$ cat config.mk
export PLATFORM = sky130hd
export DESIGN_NAME = bomb_engine
export DESIGN_NICKNAME = d
export VERILOG_FILES = /design/src/rtl/bomb_engine.sv
export SDC_FILE = /design/constraint.sdc
export NUM_CORES = 1
export LEC_CHECK = 0
export ABC_AREA = 1
export BUFFER_PORTS_ARGS = -buffer_cell sky130_fd_sc_hd__buf_4
export CORE_ASPECT_RATIO = 2
export CORE_MARGIN = 2
export CORE_UTILIZATION = 63
export DETAILED_ROUTE_END_ITERATION = 12
export PLACE_DENSITY = 0.88
export SLEW_MARGIN = 0
export SYNTH_ARGS = -nofsm -noshare
export SYNTH_HDL_FRONTEND = slang
export SYNTH_SLANG_ARGS = --single-unit
export TNS_END_PERCENT = 10
$ cat constraint.sdc
create_clock -name clk -period 3.7 [get_ports clk]
set_clock_uncertainty 0.15 [all_clocks]
set_input_delay 0.185 -clock clk [delete_from_list [all_inputs] [get_ports clk]]
set_output_delay 0.185 -clock clk [all_outputs]
set_load 0.005 [all_outputs]
$ cat src/rtl/bomb_engine.sv
`default_nettype none
// ============================================================================
// bomb_engine : per-player bomb slots, fuse/blast timers, cross-shaped damage
// Revision    : 1.0
// ============================================================================
module bomb_engine #(
    parameter int GRID         = 10,
    parameter int SLOTS_PER    = 2,
    parameter int FUSE_TICKS   = 3,
    parameter int BLAST_TICKS  = 1,
    parameter int BLAST_RADIUS = 2
) (
    input  logic       clk,
    input  logic       reset_sw,
    input  logic       tick,
    input  logic       place_a,
    input  logic       place_b,
    input  logic [3:0] pa_x,
    input  logic [3:0] pa_y,
    input  logic [3:0] pb_x,
    input  logic [3:0] pb_y,
    input  logic [3:0] qry_x,
    input  logic [3:0] qry_y,
    output logic       qry_bomb,
    output logic       qry_blast,
    output logic [1:0] health_a,
    output logic [1:0] health_b,
    output logic       hit_a,
    output logic       hit_b,
    output logic [1:0] game_state
);
    localparam int SLOTS   = 2 * SLOTS_PER;
    localparam int IDX_W   = (SLOTS > 1) ? $clog2(SLOTS) : 1;
    localparam int CNT_MAX = (FUSE_TICKS > BLAST_TICKS) ? FUSE_TICKS : BLAST_TICKS;
    localparam int CNT_W   = $clog2(CNT_MAX + 1);
    localparam logic [CNT_W-1:0] CNT_FUSE  = CNT_W'(FUSE_TICKS);
    localparam logic [CNT_W-1:0] CNT_BLAST = CNT_W'(BLAST_TICKS);
    localparam logic [CNT_W-1:0] CNT_ONE   = CNT_W'(1);
    localparam logic [1:0] GS_PLAY = 2'd0;
    localparam logic [1:0] GS_AWIN = 2'd1;
    localparam logic [1:0] GS_BWIN = 2'd2;
    localparam logic [1:0] GS_DRAW = 2'd3;

    typedef enum logic [1:0] {
        SLOT_IDLE  = 2'd0,
        SLOT_FUSE  = 2'd1,
        SLOT_BLAST = 2'd2
    } slot_e;

    slot_e            state_q [SLOTS];
    slot_e            state_d [SLOTS];
    logic [CNT_W-1:0] cnt_q   [SLOTS];
    logic [CNT_W-1:0] cnt_d   [SLOTS];
    logic [3:0]       bx_q    [SLOTS];
    logic [3:0]       bx_d    [SLOTS];
    logic [3:0]       by_q    [SLOTS];
    logic [3:0]       by_d    [SLOTS];
    logic [1:0]       health_a_q, health_a_d, health_b_q, health_b_d;
    logic             hit_a_q, hit_a_d, hit_b_q, hit_b_d;
    logic [1:0]       gs_q, gs_d;

    logic             running, free_a, free_b, occ_a, occ_b, acc_a, acc_b;
    logic             dmg_a, dmg_b;
    logic [IDX_W-1:0] idx_a, idx_b;

    function automatic logic in_grid(input logic [3:0] x, input logic [3:0] y);
        return ({1'b0, x} < 5'(GRID)) && ({1'b0, y} < 5'(GRID));
    endfunction

    // Differences are taken in 5 bits so arms never wrap around the arena.
    function automatic logic in_cross(input logic [3:0] bx, input logic [3:0] by,
                                      input logic [3:0] x,  input logic [3:0] y);
        logic [4:0] dx, dy;
        dx = (x >= bx) ? ({1'b0, x} - {1'b0, bx}) : ({1'b0, bx} - {1'b0, x});
        dy = (y >= by) ? ({1'b0, y} - {1'b0, by}) : ({1'b0, by} - {1'b0, y});
        return in_grid(x, y) &&
               (((x == bx) && (dy <= 5'(BLAST_RADIUS))) ||
                ((y == by) && (dx <= 5'(BLAST_RADIUS))));
    endfunction

    always_comb begin
        qry_bomb  = 1'b0;
        qry_blast = 1'b0;
        for (int i = 0; i < SLOTS; i++) begin
            if (state_q[i] == SLOT_FUSE && bx_q[i] == qry_x && by_q[i] == qry_y)
                qry_bomb = 1'b1;
            if (state_q[i] == SLOT_BLAST && in_cross(bx_q[i], by_q[i], qry_x, qry_y))
                qry_blast = 1'b1;
        end
    end

    // Placement arbitration; descending scan so the lowest idle slot wins.
    always_comb begin
        running = (gs_q == GS_PLAY);
        free_a  = 1'b0;
        free_b  = 1'b0;
        idx_a   = '0;
        idx_b   = '0;
        occ_a   = 1'b0;
        occ_b   = 1'b0;
        for (int i = SLOTS_PER - 1; i >= 0; i--) begin
            if (state_q[i] == SLOT_IDLE) begin
                free_a = 1'b1;
                idx_a  = IDX_W'(i);
            end
        end
        for (int i = SLOTS - 1; i >= SLOTS_PER; i--) begin
            if (state_q[i] == SLOT_IDLE) begin
                free_b = 1'b1;
                idx_b  = IDX_W'(i);
            end
        end
        for (int i = 0; i < SLOTS; i++) begin
            if (state_q[i] == SLOT_FUSE && bx_q[i] == pa_x && by_q[i] == pa_y)
                occ_a = 1'b1;
            if (state_q[i] == SLOT_FUSE && bx_q[i] == pb_x && by_q[i] == pb_y)
                occ_b = 1'b1;
        end
        acc_a = running && place_a && free_a && in_grid(pa_x, pa_y) && !occ_a;
        acc_b = running && place_b && free_b && in_grid(pb_x, pb_y) && !occ_b &&
                !(acc_a && pa_x == pb_x && pa_y == pb_y);
    end

    always_comb begin
        state_d = state_q;
        cnt_d   = cnt_q;
        bx_d    = bx_q;
        by_d    = by_q;
        dmg_a   = 1'b0;
        dmg_b   = 1'b0;
        if (running && tick) begin
            for (int i = 0; i < SLOTS; i++) begin
                case (state_q[i])
                    SLOT_FUSE: begin
                        if (cnt_q[i] == CNT_ONE) begin
                            state_d[i] = SLOT_BLAST;
                            cnt_d[i]   = CNT_BLAST;
                            dmg_a      = dmg_a | in_cross(bx_q[i], by_q[i], pa_x, pa_y);
                            dmg_b      = dmg_b | in_cross(bx_q[i], by_q[i], pb_x, pb_y);
                        end else begin
                            cnt_d[i] = cnt_q[i] - CNT_ONE;
                        end
                    end
                    SLOT_BLAST: begin
                        if (cnt_q[i] == CNT_ONE) begin
                            state_d[i] = SLOT_IDLE;
                            cnt_d[i]   = '0;
                        end else begin
                            cnt_d[i] = cnt_q[i] - CNT_ONE;
                        end
                    end
                    default: ;
                endcase
            end
        end
        if (acc_a) begin
            state_d[idx_a] = SLOT_FUSE;
            cnt_d[idx_a]   = CNT_FUSE;
            bx_d[idx_a]    = pa_x;
            by_d[idx_a]    = pa_y;
        end
        if (acc_b) begin
            state_d[idx_b] = SLOT_FUSE;
            cnt_d[idx_b]   = CNT_FUSE;
            bx_d[idx_b]    = pb_x;
            by_d[idx_b]    = pb_y;
        end

        hit_a_d    = dmg_a && (health_a_q != 2'd0);
        hit_b_d    = dmg_b && (health_b_q != 2'd0);
        health_a_d = health_a_q - {1'b0, hit_a_d};
        health_b_d = health_b_q - {1'b0, hit_b_d};
        gs_d       = gs_q;
        if (running) begin
            if (health_a_d == 2'd0 && health_b_d == 2'd0) gs_d = GS_DRAW;
            else if (health_b_d == 2'd0)                  gs_d = GS_AWIN;
            else if (health_a_d == 2'd0)                  gs_d = GS_BWIN;
            else                                          gs_d = GS_PLAY;
        end
    end

    always_ff @(posedge clk or posedge reset_sw) begin
        if (reset_sw) begin
            for (int i = 0; i < SLOTS; i++) begin
                state_q[i] <= SLOT_IDLE;
                cnt_q[i]   <= '0;
                bx_q[i]    <= '0;
                by_q[i]    <= '0;
            end
            health_a_q <= 2'd3;
            health_b_q <= 2'd3;
            hit_a_q    <= 1'b0;
            hit_b_q    <= 1'b0;
            gs_q       <= GS_PLAY;
        end else begin
            state_q    <= state_d;
            cnt_q      <= cnt_d;
            bx_q       <= bx_d;
            by_q       <= by_d;
            health_a_q <= health_a_d;
            health_b_q <= health_b_d;
            hit_a_q    <= hit_a_d;
            hit_b_q    <= hit_b_d;
            gs_q       <= gs_d;
        end
    end

    assign health_a   = health_a_q;
    assign health_b   = health_b_q;
    assign hit_a      = hit_a_q;
    assign hit_b      = hit_b_q;
    assign game_state = gs_q;
endmodule
`default_nettype wire

==> Flow_metrics.wiki <==
{| class="wikitable"
! Metric !! Value
|-
| # rows || 70
|-
| Resized cells post-CTS || 0
|-
| Global route total overflow || 0
|-
| Slack of the worst reg-to-reg path || 0.42 ns
|-
| Via-to-Cell Ratio || 5.90
|-
| Max-slew violation count || 0
|-
| Dominant register cell in the synthesized netlist || dfrtp_1
|-
| Placement Setup Slack || roughly 0.45 ns
|-
| Hold Violations, Final || 0
|-
| Count of mapped cells out of synthesis || 1,742
|-
| Classification of the worst-slack hold path || primary input to flop
|-
| Placer Congestion || 1.04
|-
| Data arrival time at the worst-slack endpoint || 2.97 ns
|-
| Post-CTS setup repair buffer count || 0
|-
| Filler Cells Inserted || 1,603
|-
| Setup repair after global routing missed its margin || false
|-
| Die width || 100 um
|-
| Cell leakage power || 6.86 nW
|-
| Number of flops mapped to enable cells by yosys || 0
|-
| Global router's overall resource usage || 37.1%
|-
| Buffers from clock root to sink, at most || 2
|-
| Maximum number of pins on one net before global-route repair || 39
|-
| Footprint of the multi-input gates || 8860 um^2
|-
| Antenna violations before repair || 0
|-
| Asr flop ratio synth || 100%
|-
| Share of the clock period used by the worst path after layout || between 80% and 90%
|-
| Sequential cell area in the final layout || 1410 um^2
|-
| Average wire per standard cell || 18.0 um
|-
| Syn. warnings || 0
|-
| CTS HTree Levels || 2
|-
| Utilization after layout || 67.7%
|-
| Compound-Gate Fraction of Synth Area || about a tenth
|-
| Number of standard cells in the layout, taps in and fillers out || 1,985
|-
| # port buffers || 38
|-
| Layout cell share with drive strength beyond 1 || roughly 6.7%
|-
| Outcome || completed
|-
| Multiplexer share of the synthesized area || 0%
|-
| Sequential-to-total area share from yosys stat || between 10 and 15%
|-
| Post-synthesis adder-cell area fraction || 31.1%
|-
| Dominant combinational cell family by area after synthesis || adder cells
|-
| Hold buffer count at CTS || 1
|-
| IR Drop Worst-Case VDD || 0.168 mV
|-
| N_diodes || 0
|-
| Number of nets in the layout || around 2.1k
|-
| Maximum frequency from static timing analysis || between 300 and 400 MHz
|-
| Final setup violation count || 0
|-
| Power density over cell area || approximately 150 nW/um^2
|-
| Number of nets with antenna violations after detailed routing || 0
|-
| Relative slew slack || 33.7%
|-
| Worst slew pin tran || 0.993 ns
|-
| Clock tree root buffer cell || clkbuf_16
|-
| Top Ports || 39
|-
| Half-perimeter wire length after placement || 29,400 um
|-
| Final worst slack || 0.393 ns
|-
| Type of element capturing the critical path || output pin
|-
| Clock slew at reported path FFs || 0.08 ns
|-
| Floorplan die height || 197 um
|-
| Type of the worst setup path || flop to output pin
|-
| Xor/xnor share of the synthesized area || under 10%
|-
| Maximum fanout encountered on the critical timing path || 9
|-
| Via count || 11.7k
|-
| Netlist Area Pre-Place || 11,700 um^2
|-
| Setup TNS || 0 ns
|-
| Post-Route WL || roughly 36,000 um
|-
| Number of iterations in the first detailed-routing pass || 6
|-
| Worst skew pair latency || between 0.3 and 0.4 ns
|-
| Wire length of the first global-routing pass || 57,200 um
|-
| CTS sink count || 56
|-
| Final period demand of the worst path || around 3.3 ns
|-
| Avg Inst Size Synth || 6.72 um^2
|-
| Worst EP required || approximately 3.4 ns
|-
| Post-route DRC || 0
|-
| Via count of the first global-routing pass || 11.9k
|-
| Worst Setup Start Kind || flop
|-
| Effective utilization at floorplan || 64.3%
|-
| Clock tree from TritonCTS || done
|-
| Number of violations of the max-capacitance limit || 0
|-
| Die footprint || 19,800 um^2
|-
| Area share of and/or/nand/nor cells after synthesis || around 29%
|-
| Yosys reg bits || 56
|-
| Placed cell count || roughly 2k
|-
| Area of the placeable core || 18,200 um^2
|-
| Number of nets in the synthesized netlist || approximately 2.0k
|-
| Initial DRC count || 566
|-
| Count of distinct cell types in the synthesized netlist || 44
|-
| P&R area growth vs syn || 5.28%
|-
| Cts bufs inserted || 5
|}
-- cell usage in the layout, fill, tap and decap left out, types with 6 or more instances in the layout --
| cell | instances |
|---|---|
| buf_4 | 50 |
| o21ai_0 | 66 |
| xor2_1 | 43 |
| o21ai_2 | 16 |
| inv_2 | 10 |
| nand4_1 | 55 |
| dfrtp_1 | 52 |
| a21oi_1 | 83 |
| fa_1 | 48 |
| o21ai_1 | 14 |
| nand3_1 | 138 |
| inv_1 | 326 |
| xnor2_1 | 17 |
| nor3_1 | 6 |
| o22ai_1 | 6 |
| nor2_1 | 96 |
| o211ai_1 | 11 |
| ha_1 | 214 |
| nand2_1 | 449 |
-- cell usage after synthesis (all sizes together) (3+ instances only) --
library cell  count  area [um^2]
o22ai             6         37.5
nand4            55          344
o21ai            96          541
o211ai           11         82.6
xor2             43          377
ha              214         2680
nand3b            5         37.5
nand3           144          758
a21oi            83          415
fa               48          961
o32a              3         30.0
dfstp             4          105
nor3             12          103
nand2           458         1760
inv             336         1260
or2               4         25.0
o21bai            5         37.5
xnor2            17          149
clkbuf            3         11.3
dfrtp            52         1300
nor2             99          384
buf              29          173
a31oi             6         52.6
-- worst max-delay path, stage by stage (launching register included) --
cell and delay [ns]:
dfrtp_1 0.47, ha_1 0.50, nand2_1 0.09, nor2_1 0.33
nor2_1 0.15, nand2_1 0.19, o21ai_0 0.11, nor2_1 0.10
nand3_1 0.09, nand2_1 0.09, nand2_1 0.08, nand2_1 0.07
nor2_1 0.04, nor2_1 0.18, buf_4 0.15
-- stage by stage --
stage | power [mW] | cell area [um^2] | hold WS, ns
floorplan | 1.13 | 11700 | 0.144
global placement | 1.33 | 12200 | 0.294
detailed placement | 1.35 | 12200 | 0.303
CTS | 1.86 | 12300 | 0.0252
global route | 1.98 | 12300 | 0.0527
finish | 1.88 | 12300 | 0.0273
-- layout make-up --
type / instances / share of cell area (%)
multi-input combinational: 1318 / 71.9
inverter: 336 / 10.2
clock inverter: 3 / 0.173
clock buffer: 5 / 1.02
timing repair buffer: 51 / 3.13
sequential: 56 / 11.4
tap: 216 / 2.19
-- worst paths after layout --
check	startpoint	end	cells past startpoint
worst max register to register	by_q[1]	game_state[1]	18
max in group asynchronous	reset_sw	health_b[1]	4
worst min-delay path	pb_x[0]	bx_q[0]	3
min in group asynchronous	reset_sw	bx_q[2]	3
worst max-delay path	by_q[10]	qry_blast	14
worst min register to register	game_state[1]	game_state[0]	1
-- power breakdown --
group	switching [mW]	internal (mW)	total [mW]
Sequential	0	0.612	0.612
Combinational	0.491	0.251	0.742
Clock	0.270	0.254	0.524
Total	0.761	1.12	1.88
-- cells by family after synthesis --
kind of cell | Yosys count
xor+xnor | 60
fa+ha+maj | 262
buf+inv | 368
flops | 56
compound gates | 217
simple gates | 779
-- metal layers --
metal,track usage (%),share of wire [%],vias to the layer above
met5,0,0,-
met4,38.0,12,0
met3,3.79,5.4,235
met1,35.9,33,5362
li1,-,-,5591
met2,64.9,50,522
-- sequential cells by signal, indices dropped and copies added (netlist names) --
| register | count |
|---|---|
| cnt_q | 8 |
| hit_a | 1 |
| by_q | 16 |
| state_q | 8 |
| game_state | 2 |
| hit_b | 1 |
| health_b | 2 |
| health_a | 2 |
| bx_q | 16 |
No activity file was read; power rests on OpenSTA's default activity.
